### src/rtl/board_pixel_streamer.sv
// Snapshots the game board colour image and streams it one cell per transfer
// over a valid/ready interface, row-major, with frame/line markers.
module board_pixel_streamer #(
  parameter int ROWS           = 12,
  parameter int COLS           = 10,
  parameter int BPP            = 8,
  parameter int REFRESH_CYCLES = 500000
) (
  input  logic                  clk,
  input  logic                  rst_n,
  input  logic [0:COLS*BPP-1]   colorValues [0:ROWS-1],
  input  logic                  frame_req,
  input  logic                  pix_ready,
  output logic                  pix_valid,
  output logic [BPP-1:0]        pix_data,
  output logic [3:0]            pix_row,
  output logic [3:0]            pix_col,
  output logic                  pix_sof,
  output logic                  pix_eol,
  output logic                  pix_eof,
  output logic                  busy,
  output logic                  frame_done,
  output logic [1:0]            dbg_state
);

  // Handshake: a pixel moves on a clk edge where pix_valid && pix_ready; while
  // pix_valid is high and pix_ready low, every pix_* output holds its value.

  localparam logic [3:0] LAST_ROW = 4'(ROWS - 1);
  localparam logic [3:0] LAST_COL = 4'(COLS - 1);
  localparam int TW = (REFRESH_CYCLES > 2) ? $clog2(REFRESH_CYCLES) : 1;
  localparam int RC_LAST_I = (REFRESH_CYCLES > 0) ? REFRESH_CYCLES - 1 : 0;
  localparam logic [TW-1:0] TIMER_LAST = TW'(RC_LAST_I);

  typedef enum logic [1:0] {
    S_IDLE    = 2'd0,
    S_CAPTURE = 2'd1,
    S_STREAM  = 2'd2,
    S_DONE    = 2'd3
  } state_t;

  state_t              state_q, state_d;
  logic [3:0]          row_q, row_d;
  logic [3:0]          col_q, col_d;
  logic [TW-1:0]       timer_q, timer_d;
  logic                pending_q, pending_d;
  logic                valid_q, valid_d;
  logic                busy_q, busy_d;
  logic                done_q, done_d;
  logic [0:COLS*BPP-1] snap_q [0:ROWS-1];
  logic [0:COLS*BPP-1] snap_d [0:ROWS-1];

  logic tick;
  logic start_evt;
  logic xfer;

  always_comb begin
    state_d   = state_q;
    row_d     = row_q;
    col_d     = col_q;
    pending_d = pending_q;
    valid_d   = valid_q;
    busy_d    = busy_q;
    done_d    = 1'b0;
    snap_d    = snap_q;

    tick      = (REFRESH_CYCLES != 0) && (timer_q == TIMER_LAST);
    start_evt = frame_req | tick;
    xfer      = valid_q & pix_ready;

    if (REFRESH_CYCLES == 0 || tick) begin
      timer_d = '0;
    end else begin
      timer_d = timer_q + 1'b1;
    end

    case (state_q)
      S_IDLE: begin
        if (start_evt || pending_q) begin
          state_d   = S_CAPTURE;
          pending_d = 1'b0;
          busy_d    = 1'b1;
        end
      end
      S_CAPTURE: begin
        snap_d  = colorValues;
        row_d   = '0;
        col_d   = '0;
        valid_d = 1'b1;
        state_d = S_STREAM;
      end
      S_STREAM: begin
        if (xfer) begin
          if (col_q == LAST_COL) begin
            col_d = '0;
            if (row_q == LAST_ROW) begin
              row_d   = '0;
              valid_d = 1'b0;
              busy_d  = 1'b0;
              done_d  = 1'b1;
              state_d = S_DONE;
            end else begin
              row_d = row_q + 1'b1;
            end
          end else begin
            col_d = col_q + 1'b1;
          end
        end
      end
      S_DONE: begin
        state_d = S_IDLE;
      end
      default: begin
        state_d = S_IDLE;
      end
    endcase

    // Requests arriving while a frame is in flight collapse into one queued start.
    if (state_q != S_IDLE && start_evt) begin
      pending_d = 1'b1;
    end
  end

  always_ff @(posedge clk or negedge rst_n) begin
    if (!rst_n) begin
      state_q   <= S_IDLE;
      row_q     <= '0;
      col_q     <= '0;
      timer_q   <= '0;
      pending_q <= 1'b0;
      valid_q   <= 1'b0;
      busy_q    <= 1'b0;
      done_q    <= 1'b0;
      snap_q    <= '{default: '0};
    end else begin
      state_q   <= state_d;
      row_q     <= row_d;
      col_q     <= col_d;
      timer_q   <= timer_d;
      pending_q <= pending_d;
      valid_q   <= valid_d;
      busy_q    <= busy_d;
      done_q    <= done_d;
      snap_q    <= snap_d;
    end
  end

  // Counters only move on transfers, so these decodes are stable across stalls.
  assign pix_valid  = valid_q;
  assign pix_data   = valid_q ? snap_q[row_q][int'(col_q)*BPP +: BPP] : '0;
  assign pix_row    = row_q;
  assign pix_col    = col_q;
  assign pix_sof    = valid_q && (row_q == 4'd0) && (col_q == 4'd0);
  assign pix_eol    = valid_q && (col_q == LAST_COL);
  assign pix_eof    = valid_q && (row_q == LAST_ROW) && (col_q == LAST_COL);
  assign busy       = busy_q;
  assign frame_done = done_q;
  assign dbg_state  = state_q;

endmodule

### config.mk
export PLATFORM = sky130hd
export DESIGN_NAME = board_pixel_streamer
export DESIGN_NICKNAME = d
export VERILOG_FILES = /design/src/rtl/board_pixel_streamer.sv
export SDC_FILE = /design/constraint.sdc
export NUM_CORES = 2
export LEC_CHECK = 0
export BUFFER_PORTS_ARGS = -buffer_cell sky130_fd_sc_hd__buf_2
export CAP_MARGIN = 30
export CORE_AREA = 2 2 389 391
export CTS_CLUSTER_SIZE = 20
export DETAILED_ROUTE_END_ITERATION = 6
export DIE_AREA = 0 0 391 393
export HOLD_SLACK_MARGIN = 0.02
export SYNTH_ARGS = -nofsm -noshare
export SYNTH_HDL_FRONTEND = slang
export SYNTH_SLANG_ARGS = --single-unit
export TNS_END_PERCENT = 1
### constraint.sdc
create_clock -name clk -period 2.4 [get_ports clk]
set_input_delay 0.24 -clock clk [delete_from_list [all_inputs] [get_ports clk]]
set_output_delay 0.24 -clock clk [all_outputs]
set_load 0.1 [all_outputs]
==> flow_metrics.tcl <==
set metrics [dict create \
    async_flop_share_pct 100 \
    cp_data_required_time_ns 2.16 \
    slew_headroom_pct 56.9 \
    cp-end-kind "primary output" \
    r2r_cells 8 \
    clockPowerShare_pct 31.5 \
    ys_warn_count 0 \
    antenna_found_initial 43 \
    grt_pass1_wl_mm 273 \
    timing.rr.end "dbg_state[1]$_DFFE_PN0P_" \
    r2r-start "pix_row[0]$_DFFE_PN0P_" \
    globalplace.congestion 0.878 \
    min_period_ns 3.72 \
    ys_seq_area_share_pct 55.0 \
    viasPerCell 5.00 \
    synthTopCellsByArea "dfrtp_1, mux2_2, mux4_2" \
    path_class "reg -> out" \
    finalNonFillerCells 7215 \
    synth_xor_area_share_pct 0.310 \
    grtUsageTotal_pct 24.5 \
    start_kind "register" \
    nets 6116 \
    vias 36100 \
    wire_per_inst_um 26.8 \
    h-tree-depth 3 \
    worstPathArrival_ns 3.48 \
    synth_seq_cells 993 \
    cts_made_buffers 111 \
    numClockSinks 993 \
    drc 0 \
    power_uw 57100 \
    drive_gt1_share_pct 55.0 \
    r2r_setup_slack_ns 0.17 \
    hold_viol 0 \
    tightest_slew_ns 0.628 \
    clock_path_buffers 3 \
    clock-root-buffer "clkbuf_16" \
    synth.avg_cell_area_um2 15.4 \
    grt_pass1_vias 39800 \
    whs_ns 0.232 \
    grt-ovfl-total 0 \
    fin_crit_sh_pct 155 \
    synthCells 2934 \
    max-cap-violations 0 \
    p_comb_share_pct 36.5 \
    core_area_mm2 0.149 \
    clock_skew_ns 0.0300 \
    syn_to_final_growth_pct 55.3 \
    firstDrtPassIters 5 \
    p_seq_share_pct 32.0 \
    max_freq_mhz 268 \
    switching_share_pct 33.0 \
    final_max_slew_viol_count 0 \
    port_buffers 987 \
    synth-compound-area-share_pct 3.67 \
    status "finished with violations" \
    ys_top_cells_by_count "mux2_2, dfrtp_1, mux4_2" \
    worstSkewPairLatency_ns 0.73 \
    power_leakage_uw 0.0297 \
    hold_path_class "in -> async" \
    rows 142 \
    fin_util_pct 47.0 \
    drt_iter0_drc 1910 \
    ys_types 61 \
    power.internal_uw 38300 \
    setup_violations 10 \
    synth_top_area_share_pct 55.0 \
    synth_most_common_cell "mux2_2" \
    vdd_drop_max_mv 0.611 \
    synth_flop_cell "dfrtp_1" \
    violations "setup timing" \
    rsz0062_at_grt "yes" \
    io_pins 988 \
    dieArea_mm2 0.154 \
    dp.cells 5984 \
    p_switching_uw 18800 \
    syn-cell-area_mm2 0.0451 \
    synth_edf_count 0 \
    ant_nets 0 \
    synth_top_family_by_area "multiplexers" \
    cts_tree "yes" \
    dp_hpwl_mm 140 \
    synth_simple_gate_area_share_pct 1.77 \
    setup_ws_ns -1.32 \
    worst-path-max-fanout 6 \
    start_util_pct 30.2 \
    routed_wirelength_mm 194 \
    synthAdderAreaFrac_pct 0.277 \
    die_w_um 391 \
    synth_fp_nets 3908 \
    fp.dieH_um 393 \
    synth_top_cell_by_area "dfrtp_1" \
    pre_cts_ws_ns -1.44 \
    path_clk_slew_ns 0.07 \
    synth_mux_area_share_pct 36.5 \
    powerDensity_mw_per_mm2 815 \
    grt_max_degree 97 \
]
==> state kept, by name (all words and copies together), names as in the netlist <==
name        flops
snap_q        960
timer_q        19
pix_col         4
pix_row         4
dbg_state       2
busy            1
frame_done      1
pending_q       1
pix_valid       1
==> cell families after synthesis <==
family          Yosys count
simple gates            159
flops                   993
buf+inv                 223
fa+ha+maj                10
mux                    1294
compound gates          239
xor+xnor                 16
==> critical path, cell delays in order (launching register included) <==
cell and delay [ns]:
dfrtp_4 0.55, buf_6 0.16, buf_12 0.14, buf_16 0.14, buf_4 0.13, mux2i_1 0.15
buf_4 0.15, o21a_1 0.19, a41oi_2 0.22, a221oi_4 0.46, buf_6 0.18, o31ai_4 0.08
buf_12 0.18
==> through the flow <==
stage          cell area [µm²]  setup TNS (ns)
2_1_floorplan            45500         -133.25
3_3_place_gp             55500           -9.17
3_5_place_dp             55500           -8.30
4_1_cts                  69600          -12.23
5_1_grt                  70100          -12.33
6_report                 70100          -10.91
==> area by class of cell <==
cell class | instances | area, µm²
Multi-Input combinational cell | 1718 | 20000
Antenna cell | 35 | 87.6
Sequential cell | 993 | 24900
Fill cell | 12800 | 79100
Inverter | 13 | 52.6
Tap cell | 1944 | 2430
Clock inverter | 49 | 638
Clock buffer | 158 | 3210
Timing Repair Buffer | 2305 | 18800
==> per-layer routing <==
layer	routed length [µm]	vias to the layer above	track usage, %
li1	-	15500	-
met1	77100	18400	29.8
met2	93600	1547	40.7
met3	10500	573	4.57
met4	12400	14	14.2
met5	92	-	0
==> worst max path at each step <==
stage / endpoint / cells after the start / slack (ns) / start
final: pix_data[2] / 12 / -1.32 / pix_row[0]$_DFFE_PN0P_
after global routing: pix_data[2] / 12 / -1.44 / pix_row[0]$_DFFE_PN0P_
after CTS: pix_data[5] / 10 / -1.44 / pix_row[0]$_DFFE_PN0P_
after detailed placement: pix_data[5] / 9 / -1.44 / pix_row[0]$_DFFE_PN0P_
after global placement: pix_data[7] / 10 / -1.51 / pix_row[0]$_DFFE_PN0P_
after floorplan: pix_data[1] / 9 / -0.50 / pix_row[0]$_DFFE_PN0P_
==> power by group through the flow <==
stage | Sequential [µW] | Clock [µW] | Combinational [µW]
6_report | 18300 | 18000 | 20900
5_1_grt | 18400 | 19100 | 21800
4_1_cts | 18200 | 18400 | 20300
3_5_place_dp | 18500 | 0 | 18000
3_3_place_gp | 18500 | 0 | 17900
2_1_floorplan | 18600 | 0 | 9090
==> what timing repair did <==
action | in CTS | in global routing
setup buffers | 8 | 12
setup endpoints to repair | 14 | 11
hold endpoints to repair | 1444 | 0
pin swaps | 13 | 21
cloned | 2 | 5
hold buffers | 964 | 0
resized for setup | 84 | 44
==> placed cells by master (no fill, tap or decap), types with 11 or more instances in the layout <==
cell	count
a22oi_1	44
mux2i_1	41
o21ai_0	18
o21a_1	15
buf_4	240
nand3_1	16
dfrtp_1	986
dlygate4sd3_1	963
buf_12	98
nor2_1	21
bufinv_16	11
inv_1	11
a21oi_1	35
clkbuf_8	26
o211ai_1	16
nand2_1	66
diode_2	35
clkbuf_16	116
clkbuf_1	21
mux4_2	176
a22oi_2	12
o22ai_1	17
clkinv_2	16
buf_6	15
buf_2	971
mux2_2	1066
No activity file was read; power rests on OpenSTA's default activity.
